<file path="src/rtl/aes_package.sv">
// Shared types and default configuration for the AES HWPE job controller.
package aes_package;

    localparam int DEF_BLOCK_BITS = 256;
    localparam int DEF_MAX_LEN    = 256;
    localparam int DEF_JOB_DEPTH  = 4;
    localparam int DEF_ADDR_W     = 32;
    localparam int DEF_CNT_W      = 16;
    localparam int DEF_LEN_W      = $clog2(DEF_MAX_LEN) + 1;

    typedef enum logic [2:0] {
        ST_IDLE     = 3'd0,
        ST_STARTING = 3'd1,
        ST_WORKING  = 3'd2,
        ST_DRAINING = 3'd3,
        ST_FINISHED = 3'd4
    } aes_ctrl_state_t;

    // Job descriptor at the default configuration.
    typedef struct packed {
        logic [DEF_ADDR_W-1:0] addr_in;
        logic [DEF_ADDR_W-1:0] addr_out;
        logic [DEF_LEN_W-1:0]  len;
        logic                  mode;
    } aes_job_t;

    function automatic int job_bits(input int addr_w, input int len_w);
        return 2 * addr_w + len_w + 1;
    endfunction

endpackage

</file>
<file path="src/rtl/aes_job_fifo.sv">
// Synchronous show-ahead FIFO of job descriptors with occupancy level and flush.
module aes_job_fifo #(
    parameter int  DATA_W = 8,
    parameter int  DEPTH  = 4,
    localparam int PTR_W  = $clog2(DEPTH),
    localparam int LVL_W  = PTR_W + 1
) (
    input  logic              clk_i,
    input  logic              rst_i,
    input  logic              flush_i,
    input  logic              push_i,
    input  logic              pop_i,
    input  logic [DATA_W-1:0] data_i,
    output logic [DATA_W-1:0] data_o,
    output logic [LVL_W-1:0]  level_o,
    output logic              empty_o
);

    logic [DATA_W-1:0] mem_q [DEPTH];
    logic [PTR_W-1:0]  wr_ptr_q;
    logic [PTR_W-1:0]  rd_ptr_q;
    logic [LVL_W-1:0]  level_q;
    logic              do_push;
    logic              do_pop;

    assign do_push = push_i && (level_q != LVL_W'(DEPTH));
    assign do_pop  = pop_i && (level_q != '0);

    always_ff @(posedge clk_i) begin
        if (do_push && !flush_i) begin
            mem_q[wr_ptr_q] <= data_i;
        end
    end

    // Pointers wrap naturally because DEPTH is a power of two.
    always_ff @(posedge clk_i or posedge rst_i) begin
        if (rst_i) begin
            wr_ptr_q <= '0;
            rd_ptr_q <= '0;
            level_q  <= '0;
        end else if (flush_i) begin
            wr_ptr_q <= '0;
            rd_ptr_q <= '0;
            level_q  <= '0;
        end else begin
            if (do_push) wr_ptr_q <= wr_ptr_q + PTR_W'(1);
            if (do_pop)  rd_ptr_q <= rd_ptr_q + PTR_W'(1);
            if (do_push && !do_pop)      level_q <= level_q + LVL_W'(1);
            else if (!do_push && do_pop) level_q <= level_q - LVL_W'(1);
        end
    end

    assign data_o  = mem_q[rd_ptr_q];
    assign level_o = level_q;
    assign empty_o = (level_q == '0);

endmodule

</file>
<file path="src/rtl/aes_job_ctrl.sv">
// Job-queued sequencer for the AES HWPE: queues jobs and runs the source streamer,
// engine and sink streamer for the head job, with a drain phase and error pulses.
module aes_job_ctrl
    import aes_package::*;
#(
    parameter int  BLOCK_BITS = DEF_BLOCK_BITS,
    parameter int  MAX_LEN    = DEF_MAX_LEN,
    parameter int  JOB_DEPTH  = DEF_JOB_DEPTH,
    parameter int  ADDR_W     = DEF_ADDR_W,
    parameter int  CNT_W      = DEF_CNT_W,
    localparam int LEN_W      = $clog2(MAX_LEN) + 1,
    localparam int LVL_W      = $clog2(JOB_DEPTH) + 1
) (
    input  logic              clk_i,
    input  logic              rst_i,
    input  logic              clear_i,
    input  logic              job_valid_i,
    output logic              job_ready_o,
    input  logic [ADDR_W-1:0] job_addr_in_i,
    input  logic [ADDR_W-1:0] job_addr_out_i,
    input  logic [LEN_W-1:0]  job_len_i,
    input  logic              job_mode_i,
    output logic              src_start_o,
    output logic              sink_start_o,
    output logic              eng_start_o,
    output logic [ADDR_W-1:0] src_addr_o,
    output logic [ADDR_W-1:0] sink_addr_o,
    output logic [LEN_W-1:0]  xfer_len_o,
    output logic              eng_mode_o,
    input  logic              eng_chunk_valid_i,
    input  logic              sink_idle_i,
    output logic              busy_o,
    output logic              done_o,
    output logic              err_o,
    output logic [CNT_W-1:0]  done_count_o,
    output logic [LVL_W-1:0]  queue_level_o
);

    typedef struct packed {
        logic [ADDR_W-1:0] addr_in;
        logic [ADDR_W-1:0] addr_out;
        logic [LEN_W-1:0]  len;
        logic              mode;
    } job_t;

    localparam int JOB_W = job_bits(ADDR_W, LEN_W);

    if (JOB_DEPTH < 2 || (JOB_DEPTH & (JOB_DEPTH - 1)) != 0 || (BLOCK_BITS % 128) != 0
        || $bits(job_t) != JOB_W) begin : g_bad_params
        $error("aes_job_ctrl: unsupported parameter set");
    end

    job_t             push_job;
    job_t             head_job;
    logic [LVL_W-1:0] level;
    logic             fifo_empty;
    logic             push;
    logic             pop;

    aes_ctrl_state_t  state_q, state_d;
    logic [LEN_W-1:0] cnt_q, cnt_d;
    logic [ADDR_W-1:0] src_addr_q, src_addr_d;
    logic [ADDR_W-1:0] sink_addr_q, sink_addr_d;
    logic [LEN_W-1:0] len_q, len_d;
    logic             mode_q, mode_d;
    logic             err_q, err_d;
    logic [CNT_W-1:0] done_cnt_q, done_cnt_d;
    logic             ready_en_q;

    assign push_job = '{addr_in: job_addr_in_i, addr_out: job_addr_out_i,
                        len: job_len_i, mode: job_mode_i};

    // Readiness uses only the registered level, so a same-cycle pop never frees a slot.
    assign job_ready_o = ready_en_q && (level < LVL_W'(JOB_DEPTH)) && !clear_i;
    assign push        = job_valid_i && job_ready_o;

    aes_job_fifo #(
        .DATA_W (JOB_W),
        .DEPTH  (JOB_DEPTH)
    ) u_job_fifo (
        .clk_i   (clk_i),
        .rst_i   (rst_i),
        .flush_i (clear_i),
        .push_i  (push),
        .pop_i   (pop),
        .data_i  (push_job),
        .data_o  (head_job),
        .level_o (level),
        .empty_o (fifo_empty)
    );

    always_comb begin
        state_d     = state_q;
        cnt_d       = cnt_q;
        src_addr_d  = src_addr_q;
        sink_addr_d = sink_addr_q;
        len_d       = len_q;
        mode_d      = mode_q;
        err_d       = 1'b0;
        done_cnt_d  = done_cnt_q;
        pop         = 1'b0;
        if (clear_i) begin
            state_d = ST_IDLE;
            cnt_d   = '0;
        end else begin
            case (state_q)
                ST_IDLE: begin
                    if (!fifo_empty) begin
                        if (head_job.len == '0) begin
                            pop   = 1'b1;
                            err_d = 1'b1;
                        end else begin
                            state_d     = ST_STARTING;
                            src_addr_d  = head_job.addr_in;
                            sink_addr_d = head_job.addr_out;
                            len_d       = head_job.len;
                            mode_d      = head_job.mode;
                        end
                    end
                end
                ST_STARTING: begin
                    cnt_d   = '0;
                    state_d = ST_WORKING;
                end
                ST_WORKING: begin
                    if (eng_chunk_valid_i) begin
                        cnt_d = cnt_q + LEN_W'(1);
                        if (cnt_d == len_q) state_d = ST_DRAINING;
                    end
                end
                ST_DRAINING: begin
                    if (eng_chunk_valid_i) err_d = 1'b1;
                    if (sink_idle_i) begin
                        state_d    = ST_FINISHED;
                        done_cnt_d = done_cnt_q + CNT_W'(1);
                    end
                end
                ST_FINISHED: begin
                    pop     = 1'b1;
                    state_d = ST_IDLE;
                end
                default: state_d = ST_IDLE;
            endcase
        end
    end

    always_ff @(posedge clk_i or posedge rst_i) begin
        if (rst_i) begin
            state_q     <= ST_IDLE;
            cnt_q       <= '0;
            src_addr_q  <= '0;
            sink_addr_q <= '0;
            len_q       <= '0;
            mode_q      <= 1'b0;
            err_q       <= 1'b0;
            done_cnt_q  <= '0;
            ready_en_q  <= 1'b0;
        end else begin
            state_q     <= state_d;
            cnt_q       <= cnt_d;
            src_addr_q  <= src_addr_d;
            sink_addr_q <= sink_addr_d;
            len_q       <= len_d;
            mode_q      <= mode_d;
            err_q       <= err_d;
            done_cnt_q  <= done_cnt_d;
            ready_en_q  <= 1'b1;
        end
    end

    assign src_start_o   = (state_q == ST_STARTING);
    assign sink_start_o  = (state_q == ST_STARTING);
    assign eng_start_o   = (state_q == ST_STARTING);
    assign done_o        = (state_q == ST_FINISHED);
    assign err_o         = err_q;
    assign busy_o        = (state_q != ST_IDLE) || !fifo_empty;
    assign src_addr_o    = src_addr_q;
    assign sink_addr_o   = sink_addr_q;
    assign xfer_len_o    = len_q;
    assign eng_mode_o    = mode_q;
    assign done_count_o  = done_cnt_q;
    assign queue_level_o = level;

endmodule
</file>
<file path="config.mk">
export PLATFORM = sky130hd
export DESIGN_NAME = aes_job_ctrl
export DESIGN_NICKNAME = d
export VERILOG_FILES = /design/src/rtl/aes_package.sv /design/src/rtl/aes_job_fifo.sv /design/src/rtl/aes_job_ctrl.sv
export SDC_FILE = /design/constraint.sdc
export NUM_CORES = 1
export LEC_CHECK = 0
export ABC_CLOCK_PERIOD_IN_PS = 5400
export CAP_MARGIN = 10
export CORE_MARGIN = 5
export CORE_UTILIZATION = 25
export DETAILED_ROUTE_END_ITERATION = 6
export PLACE_DENSITY = 0.51
export SLEW_MARGIN = 15
export SYNTH_ARGS = -nofsm -noshare
export SYNTH_HDL_FRONTEND = slang
export SYNTH_SLANG_ARGS = --single-unit
</file>
<file path="constraint.sdc">
create_clock -name clk_i -period 5.4 [get_ports clk_i]
set_input_delay 1.35 -clock clk_i [delete_from_list [all_inputs] [get_ports clk_i]]
set_output_delay 1.35 -clock clk_i [all_outputs]
set_load 0.02 [all_outputs]
</file>
==> flow_metrics.tcl <==
set metrics [dict create \
    stdcell_count 1855 \
    portBuffers 179 \
    async_reset_ff_share_pct 27.3 \
    n_fill_cell 6013 \
    dominantRegCellSynth "edfxtp_1" \
    drive_gt1_share_pct 24.2 \
    htree_levels 2 \
    syn_area_per_cell_um2 20.5 \
    yosys-top-cells-area "edfxtp_1 (57%), dfrtp_1 (18%), mux4_2 (11%)" \
    ys_ff_latch 407 \
    ant_nets 0 \
    path_class "input port to output pin" \
    final_nets 1064 \
    yosys_warnings 0 \
    hold_slack_ns 0.471 \
    post-cts-setup-buffers 0 \
    grt_overflow 0 \
    start_kind "input port" \
    multi_input_area_um2 3820 \
    die_w_um 261 \
    seq_area_frac_synth_pct 74.3 \
    finalPower_mw 8.64 \
    drtIter0Drc 433 \
    place.gp.congestion 0.745 \
    synth.distinct_cells 48 \
    switchingPower_mw 2.21 \
    post_cts_resized 0 \
    dp_hpwl_mm 20.7 \
    grt_usage_pct 10.3 \
    syn_area_um2 15700 \
    die_h_um 261 \
    grt_max_degree 75 \
    synthCells 767 \
    worstPathCellList "clkdlybuf4s50_1, nor3b_1, buf_4, clkdlybuf4s50_1" \
    end_kind "output pin" \
    vias 7813 \
    clockRootBuffer "clkbuf_16" \
    synth_top_area_cell "edfxtp_1" \
    boundaryPins 180 \
    drc 0 \
    worstRegToRegCells 9 \
    crit_path_max_incr_delay_ns 0.65 \
    rows 91 \
    fin_skew_ns 0.0231 \
    fmax_ghz 0.226 \
    cts_tree "done" \
    grt_pass1_vias 8517 \
    p_seq_share_pct 45.0 \
    crit_top_cell "clkdlybuf4s50_1" \
    dp.cells 1763 \
    hold_path_class "flip-flop to flip-flop" \
    crit_path_max_fanout 13 \
    numCtsBuffers 49 \
    finalCriticalPeriod_ns 4.43 \
    crit_slowest_cell "clkdlybuf4s50_1" \
    clock_path_buffers 3 \
    yosysTopAreaCellShare_pct 56.6 \
    slew_viol_final 0 \
    power_density_nw_per_um2 429 \
    synthToLayoutAreaGrowth_pct 28.3 \
    p_leak_nw 6.89 \
    p_clk_share_pct 36.4 \
    clkTransAtPathRegs_ns 0.05 \
    seq_area_um2 11700 \
    worst_pin_slew_ns 0.900 \
    syn_nets 854 \
    setup-violations-final 0 \
    finalHoldViolCount 0 \
    cts.sinks 407 \
    pwr-share-comb_pct 18.7 \
    firstDrtPassIters 5 \
    antenna_found_initial 5 \
    p_int_mw 6.42 \
    synth_edf_count 296 \
    initial_core_util_pct 25.3 \
    utilization_pct 32.5 \
    clock_latency_ns 0.58 \
    rsz0062_at_grt "no" \
    status "finished clean" \
    arrival_ns 3.08 \
    core_um2 61900 \
    hold_depth 1 \
    relSlewSlack_pct 39.5 \
    wl_per_cell_um 19.0 \
    wl_mm 35.2 \
    vdd_ir_drop_max_mv 0.212 \
    vias_per_cell 4.21 \
    dieArea_um2 67900 \
    max_cap_viol_count 0 \
    swShare_pct 25.6 \
    grt_pass1_wl_mm 53.6 \
    hold_buffers 0 \
    required_ns 4.05 \
    period_share_pct 82.0 \
    setup_tns_ns 0 \
]
## placed cells by master (no fill, tap or decap), types with 7 or more instances in the layout
| master | Yosys | routed |
|---|---|---|
| xnor2_1 | 18 | 18 |
| clkinv_2 | 0 | 9 |
| nor2_1 | 21 | 21 |
| clkbuf_16 | 0 | 50 |
| buf_4 | 2 | 7 |
| nand3_1 | 8 | 8 |
| buf_12 | 0 | 7 |
| mux4_2 | 74 | 74 |
| dfrtp_1 | 111 | 109 |
| mux2_2 | 27 | 27 |
| edfxtp_1 | 296 | 296 |
| mux2_4 | 48 | 48 |
| inv_1 | 12 | 11 |
| o21ai_0 | 15 | 15 |
| clkdlybuf4s50_1 | 0 | 179 |
| nand2_1 | 18 | 18 |
| xor2_1 | 9 | 9 |
| clkbuf_1 | 19 | 14 |
## cell families after synthesis
| family | share of synthesized area, % |
|---|---|
| compound gates | 1.32 |
| xor+xnor | 1.65 |
| fa+ha+maj | 0.606 |
| buf+inv | 1.51 |
| flops | 74.3 |
| mux | 17.5 |
| other cells | 0.0239 |
| simple gates | 3.05 |
## path summary, 6_finish.rpt
| check | startpoint | endpoint | slack, ns |
|---|---|---|---|
| setup / recovery | clear_i | job_ready_o | 0.97 |
| hold / removal | done_count_o[15] | done_count_o[15] | 0.47 |
| setup reg to reg | u_job_fifo.rd_ptr_q[1] | u_job_fifo.level_o[2] | 1.94 |
| hold reg to reg | done_count_o[15] | done_count_o[15] | 0.47 |
| max in group asynchronous | rst_i | sink_addr_o[1] | 3.34 |
| min in group asynchronous | rst_i | sink_addr_o[13] | 1.23 |
## layout make-up
type                    instances  area share, %
flip-flops and latches        407           58.0
multi-input cells             314           19.0
repair buffers                193           9.85
clock buffers                  69           6.82
well taps                     837           5.20
clock inverters                22          0.920
inverters                      12          0.249
diodes                          1         0.0124
## Yosys cell counts (2+ instances only)
cell,n
a32oi_1,2
edfxtp_1,296
or4_1,2
nand2b_1,3
o21ai_0,15
nor2b_1,2
buf_6,7
mux2_2,27
mux2i_1,6
nand2_1,18
ha_1,6
xor2_1,9
a31oi_1,3
mux4_2,74
and4_1,3
buf_2,3
and2_1,4
nand4_1,5
xnor2_1,18
buf_1,3
a21oi_1,4
clkbuf_1,19
mux2_4,48
nor2_1,21
nor3b_1,2
and3_1,9
o31ai_1,3
inv_1,12
dfrtp_1,111
nand3_1,8
nor3_1,6
buf_4,2
## worst max-delay path, delay by kind of cell
family                 cells  cell delay [ns]
buffers and inverters      3             1.45
AND/OR/NAND/NOR            1             0.28
## power by group through the flow
stage / Clock [mW] / Sequential (mW) / Combinational, mW
detailed placement: 0 / 3.95 / 1.64
global placement: 0 / 3.95 / 1.63
floorplan: 0 / 4.22 / 0.523
finish: 3.14 / 3.89 / 1.61
global route: 3.40 / 3.93 / 1.71
CTS: 3.27 / 3.89 / 1.65
## sequential cells by signal, summed over array words and instances (netlist names)
| name | flops |
|---|---|
| state_q | 3 |
| src_addr_o | 32 |
| eng_mode_o | 1 |
| u_job_fifo.rd_ptr_q | 2 |
| u_job_fifo.mem_q | 296 |
| u_job_fifo.wr_ptr_q | 2 |
| sink_addr_o | 32 |
| u_job_fifo.level_o | 3 |
| ready_en_q | 1 |
| err_o | 1 |
| cnt_q | 9 |
| xfer_len_o | 9 |
| done_count_o | 16 |
## through the flow
stage	setup slack, ns	instance area [um^2]
3_5_place_dp	0.972	18600
2_1_floorplan	1.00	15700
6_report	0.975	20100
4_1_cts	0.959	20100
3_3_place_gp	0.955	18600
5_1_grt	0.873	20100
## routing by layer
metal | GRT usage (%) | wire [um] | share of wire [%]
met5 | 0 | 34 | 0.096
met4 | 2.42 | 595 | 1.7
met3 | 3.25 | 2220 | 6.3
met2 | 16.3 | 16500 | 47
met1 | 14.0 | 15900 | 45
(Power assumes the default switching activity.)
